**src/rtl/l6_control_sm.sv**
```systemverilog
// Multi-cycle fetch/decode/execute controller for the 16-bit datapath processor.
// Define CTRL_BRANCH_EN to compile in the conditional branch (opcode 9, BRANCH state).
module l6_control_sm #(
  parameter int unsigned OPW         = 4,
  parameter int unsigned MEM_TIMEOUT = 15
) (
  input  logic           clk,
  input  logic           reset,
  input  logic [OPW-1:0] operation,
  input  logic           mem_ready,
  input  logic           resume,
  input  logic           zero,
  output logic           _Extern,
  output logic           Gout,
  output logic           Ain,
  output logic           Gin,
  output logic           DPin,
  output logic           RdX,
  output logic           RdY,
  output logic           WrX,
  output logic           add_sub,
  output logic           pc_en,
  output logic           ILin,
  output logic           rf_sel,
  output logic           sw_sel,
  output logic           MemWr,
  output logic           AddrSel,
  output logic           mem_req,
  output logic           pc_load,
  output logic           mem_err,
  output logic [4:0]     cur_state
);

  localparam int unsigned CW = (MEM_TIMEOUT > 1) ? $clog2(MEM_TIMEOUT + 1) : 1;

  typedef enum logic [4:0] {
    FETCH   = 5'd0,  DECODE = 5'd1,  LOAD  = 5'd2,  READ_Y = 5'd3,
    READ_X  = 5'd4,  ADD    = 5'd5,  SUB   = 5'd6,  MV     = 5'd7,
    WRITE_X = 5'd8,  ADDI   = 5'd9,  SUBI  = 5'd10, DISP   = 5'd11,
    HALT    = 5'd12, STORE  = 5'd13, BRANCH = 5'd14
  } state_t;

  state_t        state, state_next;
  logic [CW-1:0] wait_cnt;
  logic          in_mem;
  logic          timeout;
  logic          branch_load;

  assign in_mem    = (state == LOAD) || (state == STORE);
  // mem_ready in the final counted cycle takes priority over the timeout
  assign timeout   = (MEM_TIMEOUT != 0) && in_mem && !mem_ready &&
                     (wait_cnt == CW'(MEM_TIMEOUT));
  assign cur_state = state;

  always_ff @(posedge clk or negedge reset) begin
    if (!reset) begin
      state    <= FETCH;
      wait_cnt <= '0;
      mem_err  <= 1'b0;
    end else begin
      state <= state_next;
      if (in_mem && (state_next == state))
        wait_cnt <= wait_cnt + 1'b1;
      else
        wait_cnt <= '0;
      if (timeout)
        mem_err <= 1'b1;
      else if ((state == HALT) && resume)
        mem_err <= 1'b0;
    end
  end

  always_comb begin
    state_next = state;
    case (state)
      FETCH:  state_next = DECODE;
      DECODE: begin
        case (operation)
          OPW'(0): state_next = LOAD;
          OPW'(1): state_next = READ_Y;
          OPW'(2): state_next = READ_X;
          OPW'(3): state_next = READ_Y;
          OPW'(4): state_next = DISP;
          OPW'(5): state_next = HALT;
          OPW'(6): state_next = READ_X;
          OPW'(7): state_next = READ_X;
          OPW'(8): state_next = STORE;
`ifdef CTRL_BRANCH_EN
          OPW'(9): state_next = zero ? BRANCH : FETCH;
`endif
          default: state_next = FETCH;
        endcase
      end
      READ_Y: state_next = (operation == OPW'(3)) ? ADD : MV;
      READ_X: begin
        if (operation == OPW'(2))      state_next = SUB;
        else if (operation == OPW'(6)) state_next = SUBI;
        else                           state_next = ADDI;
      end
      LOAD, STORE: begin
        if (mem_ready)    state_next = FETCH;
        else if (timeout) state_next = HALT;
      end
      ADD, SUB, MV, ADDI, SUBI: state_next = WRITE_X;
      WRITE_X, DISP:            state_next = FETCH;
      HALT:    state_next = resume ? FETCH : HALT;
`ifdef CTRL_BRANCH_EN
      BRANCH:  state_next = FETCH;
`endif
      default: state_next = FETCH;
    endcase
  end

`ifdef CTRL_BRANCH_EN
  assign branch_load = (state == BRANCH);
`else
  logic unused_zero;
  assign unused_zero = zero;
  assign branch_load = 1'b0;
`endif

  always_comb begin
    _Extern = 1'b0; Gout = 1'b0; Ain = 1'b0; Gin = 1'b0; DPin = 1'b0;
    RdX = 1'b0; RdY = 1'b0; WrX = 1'b0; add_sub = 1'b0; pc_en = 1'b0;
    ILin = 1'b0; rf_sel = 1'b0; sw_sel = 1'b0; MemWr = 1'b0; AddrSel = 1'b0;
    mem_req = 1'b0; pc_load = 1'b0;
    if (reset) begin
      pc_load = branch_load;
      case (state)
        FETCH:   begin pc_en = 1'b1; ILin = 1'b1; end
        LOAD:    begin _Extern = 1'b1; AddrSel = 1'b1; mem_req = 1'b1; WrX = mem_ready; end
        STORE:   begin AddrSel = 1'b1; mem_req = 1'b1; MemWr = mem_ready; end
        READ_Y:  begin Ain = 1'b1; RdY = 1'b1; end
        READ_X:  begin Ain = 1'b1; RdX = 1'b1; end
        ADD:     begin Gin = 1'b1; RdX = 1'b1; rf_sel = 1'b1; end
        SUB:     begin Gin = 1'b1; RdY = 1'b1; add_sub = 1'b1; rf_sel = 1'b1; end
        MV:      begin Gin = 1'b1; rf_sel = 1'b1; end
        ADDI:    begin Gin = 1'b1; sw_sel = 1'b1; end
        SUBI:    begin Gin = 1'b1; add_sub = 1'b1; sw_sel = 1'b1; end
        WRITE_X: begin Gout = 1'b1; WrX = 1'b1; end
        DISP:    begin DPin = 1'b1; RdX = 1'b1; end
        default: ;
      endcase
    end
  end

endmodule

```
**config.mk**
```make
export PLATFORM = sky130hd
export DESIGN_NAME = l6_control_sm
export DESIGN_NICKNAME = d
export VERILOG_FILES = /design/src/rtl/l6_control_sm.sv
export SDC_FILE = /design/constraint.sdc
export NUM_CORES = 1
export LEC_CHECK = 0
export CORE_ASPECT_RATIO = 1.4
export CORE_MARGIN = 4
export CORE_UTILIZATION = 47
export DETAILED_ROUTE_END_ITERATION = 6
export GPL_ROUTABILITY_DRIVEN = 0
export PLACE_DENSITY_LB_ADDON = 0.2
export REMOVE_ABC_BUFFERS = 1
export SLEW_MARGIN = 20
export SYNTH_ARGS = -nofsm -noshare
export SYNTH_HDL_FRONTEND = slang
export SYNTH_SLANG_ARGS = --single-unit
```
**constraint.sdc**
```tcl
create_clock -name clk -period 3.2 [get_ports clk]
set_input_delay 0.48 -clock clk [delete_from_list [all_inputs] [get_ports clk]]
set_output_delay 0.48 -clock clk [all_outputs]
set_load 0.02 [all_outputs]
```
== Word level (Yosys, flattened, before mapping) ==
Memory sizes are Yosys's and may differ from the RTL's.
Cells that the tools add are included.

* Register bits: 10
* ROM bits: 64
* Word-level logic and storage cells: 77
* Memories: 1

{| class="wikitable"
|+ Memory list
! name !! depth !! bits a word !! read ports !! clocked after memory_dff !! wr ports !! line !! source
|-
| (name not given) || 16 || 4 || 1 || 0 || 0 || 78 || <nowiki>case (operation)</nowiki>
|}

* $add $sub $neg: 1
* Eq/ne operators: 18
* Muxes and demuxes: 38
* Reduce and logical (&&, ||, !) cells: 16

{| class="wikitable"
|+ Operator list
! cell !! number
|-
| $pmux W5 S7 || 1
|-
| $eq A5 B4 Y1 const B || 6
|-
| $mux W1 || 29
|-
| $eq A5 B3 Y1 const B || 4
|-
| $mux W4 || 3
|-
| $eq A5 B2 Y1 const B || 2
|-
| $mux W5 || 2
|-
| $reduce_or A2 Y1 || 5
|-
| $eq A4 B2 Y1 const B || 2
|-
| $reduce_or A3 Y1 || 2
|-
| $eq A5 B1 Y1 const B || 1
|-
| $eq A5 B5 Y1 || 1
|-
| $logic_not A5 Y1 || 1
|-
| $reduce_or A5 Y1 || 1
|-
| $add A4 B1 Y4 const B || 1
|-
| $eq A4 B3 Y1 const B || 1
|-
| $eq A4 B4 Y1 const B || 1
|-
| $logic_and A1 B1 Y1 || 4
|-
| $mux W2 || 2
|-
| $pmux W1 S2 || 1
|-
| $reduce_bool A2 Y1 || 1
|-
| $logic_not A1 Y1 || 1
|-
| $logic_or A1 B1 Y1 || 1
|}

== Logic depth before layout (Yosys ltp) ==
* Word-level depth: 10
* Mapped depth: 5
* Depth with buffers taken out: 5

== Least setup slack after synthesis ==
No wires, ideal clock.

* Path kind: register -> output
* Start point: register state[4], in the netlist cur_state[4]
* End point: output add_sub
* Arrival: 2020 ps
* Required time: 2720 ps
* Slack: 700 ps
* Cell stages (with the launch flop): 4
* Path buffers: 1
* Cells stage by stage: dfrtp_1 -> nand2b_1 -> buf_2 -> a2111oi_0

* Longest elaborated chain between the ends: 4
* Elaborated cells on any way between the ends: 5
* Those cells by class: eq/ne: 2; mux: 2; reduce/logical: 1

{| class="wikitable"
|+ Ends and longest elaborated chain
! element !! line !! source
|-
| start: declaration || 43 || <nowiki>state_t state, state_next;</nowiki>
|-
| start signal: assignment || 61 || <nowiki>state <= state_next;</nowiki>
|-
| $eq A5 B4 Y1 or $eq A5 B3 Y1 (tied branches) || 129 || <nowiki>case (state)</nowiki>
|-
| $reduce_or A2 Y1 (no source line) * || - ||
|-
| $mux W1 * || 129 ||
|-
| $mux W1 * || 127 || <nowiki>if (reset) begin</nowiki>
|-
| end: declaration || 21 || <nowiki>output logic add_sub,</nowiki>
|}

Every way passes the cells marked *; elsewhere a longest branch is shown, timed or not.

== Worst setup path after layout ==
* Start point: input reset
* End point: output add_sub

* Longest elaborated chain between the ends: 1

{| class="wikitable"
|+ Ends and longest elaborated chain
! element !! line !! source
|-
| start: declaration || 8 || <nowiki>input logic reset,</nowiki>
|-
| $mux W1 || 127 ||
|}

No other way between the ends.

==> results.sh <==
export IMPL_status="finished clean"
export IMPL_synth_area_mux_share=0.0351
export IMPL_netlist_area_um2=891
export IMPL_path_cells="clkdlybuf4s50_1 > nand2b_1 > a2111oi_0 > clkdlybuf4s50_1"
export IMPL_rsz0062_at_grt="false"
export IMPL_hpwl_um=1670
export IMPL_cp_max_fo=11
export IMPL_synth_most_common_cell="nor2_1"
export IMPL_fin_crit_ns=2.88
export IMPL_vias_per_cell=5.72
export IMPL_dp_slack_ns=0.284
export IMPL_p_leak_nw=0.436
export IMPL_hold_violations=0
export IMPL_p_sw_frac=0.359
export IMPL_nFillCells=171
export IMPL_ios=32
export IMPL_routed_wl_um=2140
export IMPL_yosys_area_top_type="dfrtp_1"
export IMPL_setup_tns_final_ns=0
export IMPL_cpMaxStageDelayCell="clkdlybuf4s50_1"
export IMPL_finalSetupViolCount=0
export IMPL_critical_path_class="in2out"
export IMPL_ys_seq_area_frac=0.281
export IMPL_synthAdderAreaFrac=0.0140
export IMPL_intPower_w=0.000250
export IMPL_placedCellCount=148
export IMPL_synth_edff_count=0
export IMPL_hp_class="in2async"
export IMPL_arrival_ns=2.40
export IMPL_post_route_period_util=0.899
export IMPL_dr_pass1_iters=4
export IMPL_cts_setup_buffers=0
export IMPL_die_x_um=44.8
export IMPL_die_area_um2=2670
export IMPL_dieHeight_um=59.5
export IMPL_cts_resized=0
export IMPL_wl_per_cell_um=14.2
export IMPL_cpPeakStageDelay_ns=0.68
export IMPL_synth_top_family_by_area="simple AND/OR/NAND/NOR gates"
export IMPL_startpoint_type="input port"
export IMPL_seqPwrFrac=0.433
export IMPL_yosysUniqueCellTypes=44
export IMPL_core_area_um2=1780
export IMPL_synth_cells=108
export IMPL_worst_slack_ns=0.325
export IMPL_clockPowerShare=0.201
export IMPL_antenna_found_initial=0
export IMPL_numPortBuffers=29
export IMPL_clock_sinks=10
export IMPL_syn_to_final_growth_pct=31.3
export IMPL_power_density_nw_per_um2=333
export IMPL_synthArstFlopShare=1.00
export IMPL_grt_pass1_vias=890
export IMPL_slew_headroom=0.630
export IMPL_finClkSkew_ns=0.00987
export IMPL_drtIter0Drc=9
export IMPL_dpl_instance_area_um2=1150
export IMPL_vias=863
export IMPL_fin_cells=151
export IMPL_diodes=0
export IMPL_start_util=0.501
export IMPL_clockBufferDepth=2
export IMPL_clock_fmax_ghz=0.348
export IMPL_synth_compound_area_frac=0.136
export IMPL_maxSlewViolCount=0
export IMPL_root_buffer="clkbuf_4"
export IMPL_end_kind="primary output"
export IMPL_grt_usage=0.188
export IMPL_clock_latency_ns=0.25
export IMPL_htreeDepth=1
export IMPL_synth_simple_gate_area_frac=0.403
export IMPL_whs_ns=0.410
export IMPL_num_rows=18
export IMPL_required_ns=2.72
export IMPL_synth_flop_cell="dfrtp_1"
export IMPL_cts_clk_slew_worst_paths_ns=0.05
export IMPL_grt_pass1_wl_um=3830
export IMPL_nets=143
export IMPL_synth_commonest_cells="nor2_1 (18), dfrtp_1 (10), nand2_1 (7)"
export IMPL_layout_drive_gt1_share=0.0763
export IMPL_critPathMostFrequentCell="clkdlybuf4s50_1"
export IMPL_r2r_start="cur_state[3]"
export IMPL_worstRegToRegCells=4
export IMPL_cap_violations=0
export IMPL_syn_avg_cell_area_um2=8.25
export IMPL_reg2reg_slack_ns=1.53
export IMPL_r2r_end="cur_state[3]"
export IMPL_ir_drop_uv=207
export IMPL_power_frac_comb=0.366
export IMPL_drtAntennaViolNets=0
export IMPL_cts_buffers_inserted=3
export IMPL_netlist_top_cells_area="dfrtp_1 (28%), nor2_1 (7.6%), nand2b_1 (3.5%), buf_4 (3.4%), nor4b_2 (3.4%)"
export IMPL_synth_warning_count=0
export IMPL_yosysTopAreaCellShare=0.281
export IMPL_cts_tree="done"
export IMPL_synth_xor_area_share=0.0393
export IMPL_drcViolationCount=0
export IMPL_cts_hold_fix_buffers=0
export IMPL_power_switching_w=0.000140
export IMPL_yosys_register_bits=10
export IMPL_final_area_um2=1170
export IMPL_grt_overflow_total=0
export IMPL_grt_max_degree=17
export IMPL_worstMarginPinSlew_ns=0.555
-- final cells by class --
cell class | count | area, µm² | share of cell area
Timing Repair Buffer | 30 | 298 | 0.255
Multi-Input combinational cell | 86 | 567 | 0.484
Sequential cell | 10 | 250 | 0.214
Clock buffer | 3 | 22.5 | 0.0193
Tap cell | 20 | 25.0 | 0.0214
Inverter | 2 | 7.51 | 0.00642
-- power groups by stage --
stage	clock (W)	combinational [W]	sequential (W)
after floorplan	0	0.0000759	0.000172
after global placement	0	0.000141	0.000170
after detailed placement	0	0.000143	0.000171
final	0.0000783	0.000143	0.000169
after CTS	0.0000799	0.000144	0.000169
after global routing	0.0000853	0.000157	0.000172
-- cells in the final DEF, fill, tap and decap left out, drive strengths merged, types with 2 or more instances in the layout --
cell type,n
clkdlybuf4s50,29
nor2,18
dfrtp,10
nand2,7
nand2b,5
nor4b,5
nor3,4
nand3,4
o21ai,4
a21oi,3
xnor2,3
clkbuf,3
mux2i,2
and4b,2
and3,2
o22a,2
o311ai,2
inv,2
and2,2
nor4,2
a2111oi,2
conb,2
or2,2
-- registers in the layout, indices dropped and copies added, names as in the netlist --
signal,count
cur_state,5
wait_cnt,4
mem_err,1
-- logic make-up after synthesis --
| logic type | Yosys count |
|---|---|
| AO/OA/AOI/OAI | 17 |
| XOR/XNOR | 4 |
| adder cells (fa/ha/maj) | 1 |
| buffers and inverters | 13 |
| flip-flops | 10 |
| multiplexers | 3 |
| other | 1 |
| AND/OR/NAND/NOR | 59 |
-- metal layers --
layer / wire length, µm / global-route usage
met5: 0 / 0
met1: 916 / 0.210
met3: 62 / 0.0274
met4: 24 / 0.0753
met2: 1140 / 0.345
-- stage by stage --
stage	utilization	total power (W)
6_report	0.658	0.000390
5_1_grt	0.658	0.000415
4_1_cts	0.658	0.000392
3_5_place_dp	0.645	0.000314
3_3_place_gp	0.645	0.000311
2_1_floorplan	-	0.000248
-- worst max-delay path: cells and delay by family --
family                 cells  cell delay, ns
and+or+nand+nor            1            0.24
buffers and inverters      2            1.20
AOI/OAI and AO/OA          1            0.47
-- worst max-delay path by stage --
| stage | end | cells after the start | start | slack [ns] |
|---|---|---|---|---|
| floorplan | ILin | 2 | cur_state[1] | 0.58 |
| global placement | add_sub | 4 | reset | 0.33 |
| detailed placement | add_sub | 4 | reset | 0.28 |
| CTS | add_sub | 4 | reset | 0.29 |
| global route | add_sub | 4 | reset | 0.09 |
| finish | add_sub | 4 | reset | 0.32 |
Power figures use the tool's default switching activity.
